**src/rtl/nlprg_pkg.sv**
```systemverilog
// Shared definitions for the nlprg7 word-stream sequencer and arbiter.
package nlprg_pkg;

    // Sequencer states
    typedef enum logic [1:0] {
        ST_PRST = 2'd0,
        ST_WARM = 2'd1,
        ST_RUN  = 2'd2
    } state_t;

    // Cycles spent in WARM after the generator reset is released
    localparam int WARM_CYC = 2;

    // Round-robin pointer after a grant: the requester just past the winner
    function automatic int rr_next_ptr(input int win_idx, input int n_req);
        return (win_idx + 1 >= n_req) ? 0 : win_idx + 1;
    endfunction

endpackage

```
**src/rtl/nlprg_rr_arb.sv**
```systemverilog
// Combinational round-robin pick: first asserted request at or after ptr.
module nlprg_rr_arb #(
    parameter int R  = 4,
    parameter int PW = 2
) (
    input  logic [R-1:0]  req,
    input  logic [PW-1:0] ptr,
    output logic [R-1:0]  win,
    output logic [PW-1:0] win_idx,
    output logic          any
);

    // Walk the requesters starting at ptr, wrapping, and stop at the first hit
    always_comb begin
        win     = '0;
        win_idx = '0;
        any     = 1'b0;
        for (int i = 0; i < R; i++) begin
            if (!any && req[(int'(ptr) + i) % R]) begin
                any                       = 1'b1;
                win[(int'(ptr) + i) % R]  = 1'b1;
                win_idx                   = PW'((int'(ptr) + i) % R);
            end
        end
    end

endmodule

```
**src/rtl/nlprg_arb.sv**
```systemverilog
// Sequencer and round-robin arbiter sharing one nlprg7 word stream.
//
//   state   | meaning
//   --------+-----------------------------------------------------------
//   ST_PRST | generator held in reset (prng_rst=1), cnt held at 0
//   ST_WARM | generator running, cnt counting, no grants or checks yet
//   ST_RUN  | ready=1, words granted round-robin, period monitored
//
// The reset interval itself is not counted as a PRST cycle, so after rst_n
// releases prng_rst stays high for PRST_CYC clock edges; a restart_i pulse
// raises prng_rst at the next edge and that edge counts as the first one.
module nlprg_arb
    import nlprg_pkg::*;
#(
    parameter int N        = 7,
    parameter int R        = 4,
    parameter int PRST_CYC = 2
) (
    input  logic         ck,
    input  logic         rst_n,
    input  logic         restart_i,
    input  logic [R-1:0] req,
    input  logic [N-1:0] prng_o,
    output logic         prng_rst,
    output logic [R-1:0] gnt,
    output logic [N-1:0] rnd_o,
    output logic         ready,
    output logic         period_ok,
    output logic         period_err
);

    localparam int PW = $clog2(R);
    localparam int TW = $clog2(PRST_CYC + WARM_CYC + 1);

    state_t         state;
    logic [TW-1:0]  tmr;
    logic [N-1:0]   cnt;
    logic [PW-1:0]  ptr;
    logic [R-1:0]   win;
    logic [PW-1:0]  win_idx;
    logic           win_any;
    logic           arb_en;
    logic           prng_zero;
    logic           cnt_zero;

    // Grants are issued on edges that land in RUN, including the WARM->RUN edge
    assign arb_en    = !restart_i && ((state == ST_RUN) ||
                                      (state == ST_WARM && tmr == '0));
    assign prng_zero = (prng_o == '0);
    assign cnt_zero  = (cnt == '0);

    nlprg_rr_arb #(
        .R  (R),
        .PW (PW)
    ) u_rr (
        .req     (req),
        .ptr     (ptr),
        .win     (win),
        .win_idx (win_idx),
        .any     (win_any)
    );

    // Sequencer FSM with down-counting phase timer, prng_rst and ready
    always_ff @(posedge ck or negedge rst_n) begin
        if (!rst_n) begin
            state    <= ST_PRST;
            tmr      <= TW'(PRST_CYC);
            prng_rst <= 1'b1;
            ready    <= 1'b0;
        end else if (restart_i) begin
            state    <= ST_PRST;
            tmr      <= TW'(PRST_CYC - 1);
            prng_rst <= 1'b1;
            ready    <= 1'b0;
        end else begin
            case (state)
                ST_PRST: begin
                    if (tmr == '0) begin
                        state    <= ST_WARM;
                        tmr      <= TW'(WARM_CYC - 1);
                        prng_rst <= 1'b0;
                    end else begin
                        tmr <= tmr - TW'(1);
                    end
                end
                ST_WARM: begin
                    if (tmr == '0) begin
                        state <= ST_RUN;
                        ready <= 1'b1;
                    end else begin
                        tmr <= tmr - TW'(1);
                    end
                end
                ST_RUN: begin
                    ready <= 1'b1;
                end
                default: begin
                    state    <= ST_PRST;
                    tmr      <= TW'(PRST_CYC - 1);
                    prng_rst <= 1'b1;
                    ready    <= 1'b0;
                end
            endcase
        end
    end

    // Cycle counter tracking the generator, plus the period monitor
    always_ff @(posedge ck or negedge rst_n) begin
        if (!rst_n) begin
            cnt        <= '0;
            period_ok  <= 1'b0;
            period_err <= 1'b0;
        end else begin
            period_ok <= 1'b0;
            if (restart_i || state == ST_PRST) begin
                cnt <= '0;
            end else begin
                cnt <= cnt + N'(1);
            end
            if (restart_i) begin
                period_err <= 1'b0;
            end else if (state == ST_RUN) begin
                if (prng_zero && cnt_zero) begin
                    period_ok <= 1'b1;
                end else if (prng_zero != cnt_zero) begin
                    period_err <= 1'b1;
                end
            end
        end
    end

    // Grant register: one requester per word, pointer advances past the winner
    always_ff @(posedge ck or negedge rst_n) begin
        if (!rst_n) begin
            gnt   <= '0;
            rnd_o <= '0;
            ptr   <= '0;
        end else if (arb_en && win_any) begin
            gnt   <= win;
            rnd_o <= prng_o;
            ptr   <= PW'(rr_next_ptr(int'(win_idx), R));
        end else begin
            gnt <= '0;
        end
    end

endmodule
```
**config.mk**
```make
export PLATFORM = sky130hd
export DESIGN_NAME = nlprg_arb
export DESIGN_NICKNAME = d
export VERILOG_FILES = /design/src/rtl/nlprg_pkg.sv /design/src/rtl/nlprg_rr_arb.sv /design/src/rtl/nlprg_arb.sv
export SDC_FILE = /design/constraint.sdc
export NUM_CORES = 1
export LEC_CHECK = 0
export ABC_AREA = 1
export BUFFER_PORTS_ARGS = -buffer_cell sky130_fd_sc_hd__buf_2
export CAP_MARGIN = 20
export CORE_MARGIN = 2
export CORE_UTILIZATION = 55
export DETAILED_ROUTE_END_ITERATION = 8
export GPL_ROUTABILITY_DRIVEN = 0
export HOLD_SLACK_MARGIN = 0.06
export PLACE_DENSITY = 0.77
export SLEW_MARGIN = 40
export SYNTH_ARGS = -nofsm -noshare
export SYNTH_HDL_FRONTEND = slang
export SYNTH_SLANG_ARGS = --single-unit
```
**constraint.sdc**
```tcl
create_clock -name ck -period 2.4 [get_ports ck]
set_clock_uncertainty 0.1 [all_clocks]
set_input_delay 0.48 -clock ck [delete_from_list [all_inputs] [get_ports ck]]
set_output_delay 0.48 -clock ck [all_outputs]
set_load 0.01 [all_outputs]
```
* After elaboration in Yosys (flattened, before gate mapping)
Index checks and enable logic that the tools add are counted.
** Cells by class
- Equal/unequal tests :: 10
- Reductions and logical operators :: 32
- Bitwise operators :: 6
- Magnitude comparators :: 9
- Muxes and demuxes :: 55
- Add/sub/neg operators :: 6
** Operators with widths (number)
- 1-bit two-way mux :: 26
- 4-bit two-way mux :: 5
- 2-bit two-way mux :: 8
- 7-bit logical NOT :: 2
- 3-bit by 4-bit less-than comparator with 1-bit output, second input constant :: 3
- 4-bit bitwise OR :: 3
- 1-bit logical AND :: 11
- 3-bit by 1-bit >= comparator with 1-bit output, second input constant :: 3
- 3-bit two-way mux :: 3
- 3-bit one-hot mux with 3 select lines :: 1
- 1-bit binary-select mux with 2-bit select :: 4
- 1-bit demux with 2-bit select :: 4
- 2-bit OR reduction :: 4
- 7-bit by 1-bit adder with 7-bit output, second input constant :: 1
- 7-bit two-way mux :: 1
- 2-bit inequality test, second input constant :: 3
- 3-bit inequality test, second input constant :: 2
- 2-bit one-hot mux with 3 select lines :: 1
- 2-bit AND reduction :: 3
- 3-bit AND reduction :: 2
- 2-bit adder, second input constant :: 2
- 1-bit logical NOT :: 4
- 2-bit nonzero test :: 2
- 2-bit by 1-bit adder with 3-bit output, second input constant :: 1
- 16 further kinds :: 19
** Word-level totals
- Logic and storage cells :: 128
- Register bits after elaboration :: 29
- Input port bits :: 14

* Longest topological paths before layout
- Depth after elaboration :: 17
- Gate-level depth with buffers :: 14
- Gate-level depth less buffers :: 13

* Hierarchy
A second synthesis with hierarchy kept.
** Unflattened totals
- Cell total of the unflattened synthesis :: 254
- Area, all modules :: 1929.4 um2
** Modules (own cells, without submodules)
- nlprg_arb :: cells each 180, seq. area each 728.2 um2, area each 1498.9 um2, times used 1
- nlprg_rr_arb :: cells each 74, seq. area each 0.0 um2, area each 430.4 um2, times used 1

* Least setup slack after synthesis
OpenSTA, ideal clock, no wires.
- Path type :: register to register
- Start :: register ptr[0]
- End :: register rnd_o[1]
- Clock period less this slack :: 1939 ps
- Stages on the path, launching flop included :: 14
- Data required time :: 2224 ps
- Arrival time :: 1763 ps
- Setup time :: 76 ps
- Path slack :: 461 ps
- Path buffers :: 2
- Cell sequence :: dfrtp_1 buf_6 inv_8 ha_1 inv_1 nand3_2 nand2_4 inv_4 nor2_8 nand3b_4 nand2_4 buf_6 nand2_1 o21ai_1
** Between the ends
- Cells in the longest elaborated chain, start to end :: 13
- Elaborated cells between the ends (all ways) :: 25
- Those cells by class :: add/sub (3); mux (15); reduce/logical (7)
** Ends and longest elaborated chain
- start: declaration :: RTL line nlprg_arb.sv:38 : logic [PW-1:0] ptr;
- start signal: assignment :: RTL line nlprg_arb.sv:141 : ptr <= PW'(rr_next_ptr(int'(win_idx), R));
- 2-bit by 1-bit adder with 2-bit output or 1-bit binary-select mux with 2-bit select (tied branches) :: RTL line nlprg_rr_arb.sv:19 : if (!any && req[(int'(ptr) + i) % R]) begin
- 1-bit binary-select mux with 2-bit select or 1-bit two-way mux (tied branches) :: RTL line nlprg_rr_arb.sv:19
- 1-bit two-way mux (not written as such) :: RTL line nlprg_rr_arb.sv:19
- 1-bit two-way mux (not written as such) or 1-bit logical NOT (tied branches) :: RTL line nlprg_rr_arb.sv:19
- 1-bit logical AND :: RTL line nlprg_rr_arb.sv:19
- 1-bit two-way mux :: RTL line nlprg_rr_arb.sv:19
- 1-bit logical NOT :: RTL line nlprg_rr_arb.sv:19
- 1-bit logical AND :: RTL line nlprg_rr_arb.sv:19
- 1-bit two-way mux :: RTL line nlprg_rr_arb.sv:19
- 1-bit logical NOT :: RTL line nlprg_rr_arb.sv:19
- 1-bit logical AND :: RTL line nlprg_rr_arb.sv:19
- 1-bit two-way mux (*) :: RTL line nlprg_rr_arb.sv:19
- 1-bit logical AND (*) :: RTL line nlprg_arb.sv:138 : end else if (arb_en && win_any) begin
- end signal: assignment :: RTL line nlprg_arb.sv:140 : rnd_o <= prng_o;
- end: declaration :: RTL line nlprg_arb.sv:26 : output logic [N-1:0] rnd_o,
Every way passes the cells marked *; elsewhere a longest branch is shown, timed or not. The select of a mux whose other input is x is not followed.
A chain may end at the register's enable or synchronous reset.

* Worst setup path in the final report
- Start :: register ptr[1]
- End :: register gnt[2]
** Between the ends
- Cells in the longest elaborated chain, start to end :: 14
- Elaborated cells between the ends (all ways) :: 59
- Those cells by class :: add/sub (3); order compare (8); mux (28); bitwise (6); reduce/logical (14)
** Ends and longest elaborated chain
- 2-bit by 1-bit adder with 2-bit output or 1-bit binary-select mux with 2-bit select (tied branches) :: RTL line nlprg_rr_arb.sv:19, nlprg_rr_arb.sv:21
- 2-bit OR reduction (no line), or another cell as far along
- 1-bit bitwise AND (no line) or 1-bit two-way mux (tied branches)
- 3-bit by 4-bit less-than comparator with 1-bit output (not written as such), or another cell as far along :: RTL line nlprg_rr_arb.sv:21 : win[(int'(ptr) + i) % R] = 1'b1;
- 1-bit logical AND (on tied branches) :: RTL line nlprg_rr_arb.sv:21, nlprg_rr_arb.sv:19
- 1-bit two-way mux (on tied branches) :: RTL line nlprg_rr_arb.sv:21, nlprg_rr_arb.sv:19
- 1-bit demux with 2-bit select or 1-bit logical NOT (tied branches)
- 4-bit bitwise OR (no line) or 1-bit logical AND (tied branches)
- 4-bit two-way mux or 1-bit two-way mux (tied branches) :: RTL line nlprg_rr_arb.sv:19
- 4-bit bitwise OR (no line) or 1-bit logical NOT (tied branches)
- 4-bit two-way mux or 1-bit logical AND (tied branches) :: RTL line nlprg_rr_arb.sv:19
- 4-bit bitwise OR (no line) or 1-bit two-way mux (tied branches)
- 4-bit two-way mux or 1-bit logical AND (tied branches) :: RTL line nlprg_rr_arb.sv:19, nlprg_arb.sv:138
- 4-bit two-way mux (*) :: RTL line nlprg_arb.sv:138
- end signal: assignment :: RTL line nlprg_arb.sv:139 : gnt <= win;
- end: declaration :: RTL line nlprg_arb.sv:25 : output logic [R-1:0] gnt,
Marks and branches as above.

==> impl_metrics.json <==
{
  "powerDensity_nw_per_um2": 1190,
  "grt_max_degree": 30,
  "maxCapViolCount": 0,
  "cts.sinks": 29,
  "grt_usage_pct": 19.6,
  "r2r_end": "gnt[2]$_DFF_PN0_",
  "grt_pass1_vias": 1478,
  "ctsHtreeMaxLevel": 2,
  "synth_edf_count": 0,
  "crit_buf_inv": 4,
  "root_buffer": "clkbuf_4",
  "syn_nets": 274,
  "crit_chain": "inv_2 -> ha_1 -> inv_1 -> nand3_2 -> nand2_4 -> inv_4 -> nor3_2 -> nand2_1 -> o211ai_1 -> nand2_1 -> inv_1",
  "setup_viol": 0,
  "clkLatencyLatePin_ns": 0.34,
  "r2r_cells": 11,
  "synthDominantAreaCellType": "dfrtp_1",
  "rsz0062_at_grt": "false",
  "rows": 21,
  "via_per_inst": 4.96,
  "synthTopCellsByArea": "dfrtp_1, nand2_1, ha_1",
  "cp_data_arrival_time_ns": 2.35,
  "diodes": 0,
  "synth_cells": 243,
  "grt.overflow.total": 0,
  "hold_buffers": 0,
  "syn-cell-area_um2": 1920,
  "final_antenna_net_count": 0,
  "min_period_over_period_pct": 90.8,
  "clockBufferDepth": 2,
  "portBuffers": 28,
  "p_leak_nw": 1.21,
  "drc": 0,
  "yosys_warnings": 0,
  "cts_resized": 0,
  "crit_slowest_cell": "dfrtp_1",
  "area_delta_synth_final_pct": 13.7,
  "tightest_slew_ns": 0.619,
  "relSlewSlack_pct": 58.7,
  "rrSetupSlack_ns": 0.22,
  "period_minus_slack_ns": 2.18,
  "cp_data_required_time_ns": 2.57,
  "syn_area_per_cell_um2": 7.91,
  "holdWs_ns": 0.0500,
  "drv_slew": 0,
  "fp.dieH_um": 63.1,
  "hold_viol": 0,
  "cpLargestDelayFamily": "simple AND/OR/NAND/NOR gates",
  "dp_hpwl_um": 2700,
  "drt-total-wl_um": 3530,
  "fin_tns_setup_ns": 0,
  "critPathMaxStageDelay_ns": 0.50,
  "crit_path_start_kind": "register",
  "num_vias": 1602,
  "worstHoldPathType": "input pin to async pin",
  "final_nets": 307,
  "drt_iter0_drc": 85,
  "synth_flop_cell": "dfrtp_1",
  "yosysSeqAreaShare_pct": 37.9,
  "io_pins": 29,
  "end_kind": "register",
  "critical_path_class": "register to register",
  "dr.pass1.iters": 5,
  "synth_top_cell_area_share_pct": 35.1,
  "antenna_found_initial": 0,
  "clock.fmax_mhz": 459,
  "wl_per_cell_um": 10.9,
  "coreArea_um2": 3340,
  "drive_above_1_share_pct": 22.4,
  "power_mw": 2.61,
  "cts_tree": "done",
  "post_cts_buffers": 0,
  "rr_startpoint": "ptr[1]$_DFFE_PN0P_",
  "netlist_top_cells_count": "nand2_1, inv_1, dfrtp_1, ha_1, nor2_1",
  "yosysUniqueCellTypes": 32,
  "grt_first_pass_wirelength_um": 6150,
  "synth-seq-cells": 29,
  "start_util_pct": 57.6,
  "status": "complete, no violations",
  "crit_fanout": 9,
  "chipWidth_um": 63.1,
  "yosysMostFrequentCell": "nand2_1",
  "clkTransAtPathRegs_ns": 0.10,
  "cts-buffers-inserted": 5,
  "die_area_um2": 3990,
  "synthArstFlopShare_pct": 100,
  "vdd_drop_max_mv": 0.679
}
[worst max-delay path by stage]
stage               slack [ns]                from  cells past startpoint                   end
CTS                       0.23  ptr[1]$_DFFE_PN0P_                     11      gnt[0]$_DFF_PN0_
floorplan                 0.46  ptr[0]$_DFFE_PN0P_                     13  rnd_o[1]$_DFFE_PN0P_
finish                    0.22  ptr[1]$_DFFE_PN0P_                     11      gnt[2]$_DFF_PN0_
global placement          0.33  ptr[1]$_DFFE_PN0P_                     13    ptr[1]$_DFFE_PN0P_
global route              0.08  ptr[1]$_DFFE_PN0P_                     11      gnt[2]$_DFF_PN0_
detailed placement        0.26  ptr[1]$_DFFE_PN0P_                     13    ptr[1]$_DFFE_PN0P_
[where the power goes]
part           total, mW  internal, mW  switching (mW)  leakage, nW
registers          0.740         0.643          0.0968        0.376
logic               1.45         0.515           0.935        0.786
clock network      0.420         0.249           0.172       0.0455
total               2.61          1.41            1.20         1.21
[kinds of logic after synthesis]
| family | after synthesis | share of synthesized area [%] |
|---|---|---|
| AOI/OAI and AO/OA | 36 | 10.5 |
| adders and majority gates | 17 | 11.1 |
| buffers and inverters | 51 | 11.5 |
| DFF | 29 | 37.9 |
| and+or+nand+nor | 110 | 29.1 |
[stage by stage]
step           instance area [um2]  worst slack (ns)  utilization [%]  cells
3_3_place_gp                  2100             0.332             63.0    315
2_1_floorplan                 1920             0.461                -    243
4_1_cts                       2190             0.234             65.5    323
3_5_place_dp                  2100             0.261             63.0    315
6_report                      2190             0.221             65.5    323
5_1_grt                       2190            0.0773             65.5    323
[state kept, by name (all words and copies together), names as in the netlist, 2 cells and up]
name,count
ptr,2
tmr,3
gnt,4
rnd_o,7
state,2
cnt,7
[placed cells by master (no fill, tap or decap), types with 2 or more instances in the layout]
| cell | synthesis | routed |
|---|---|---|
| clkbuf_4 | 0 | 5 |
| o211ai_1 | 3 | 3 |
| buf_2 | 1 | 28 |
| dfstp_2 | 2 | 2 |
| nand3_1 | 6 | 6 |
| nand2_4 | 3 | 3 |
| nor2_1 | 17 | 17 |
| nor3b_1 | 2 | 2 |
| inv_2 | 4 | 4 |
| nor4_1 | 2 | 2 |
| nand2_1 | 57 | 57 |
| nor3_1 | 5 | 5 |
| nand3_2 | 4 | 4 |
| nand2_2 | 6 | 6 |
| o21ai_0 | 12 | 12 |
| o21ai_1 | 6 | 6 |
| a21oi_1 | 10 | 10 |
| dfrtp_1 | 27 | 27 |
| ha_1 | 17 | 17 |
| nand4_1 | 4 | 4 |
| inv_1 | 41 | 41 |
| inv_4 | 2 | 2 |
[area by class of cell]
class | count | area [um2]
Fill cell | 298 | 1150
Tap cell | 46 | 57.6
Inverter | 48 | 193
Clock inverter | 1 | 30.0
Timing Repair Buffer | 29 | 148
Clock buffer | 7 | 55.1
Multi-Input combinational cell | 163 | 975
Sequential cell | 29 | 728
[routing by layer]
layer,routed length [um],vias to the layer above,GRT usage [%]
li1,-,836,-
met1,1680,733,24.5
met2,1670,29,32.6
met3,125,4,4.82
met4,49,0,7.78
met5,0,-,0
No activity file was read; power rests on OpenSTA's default activity.
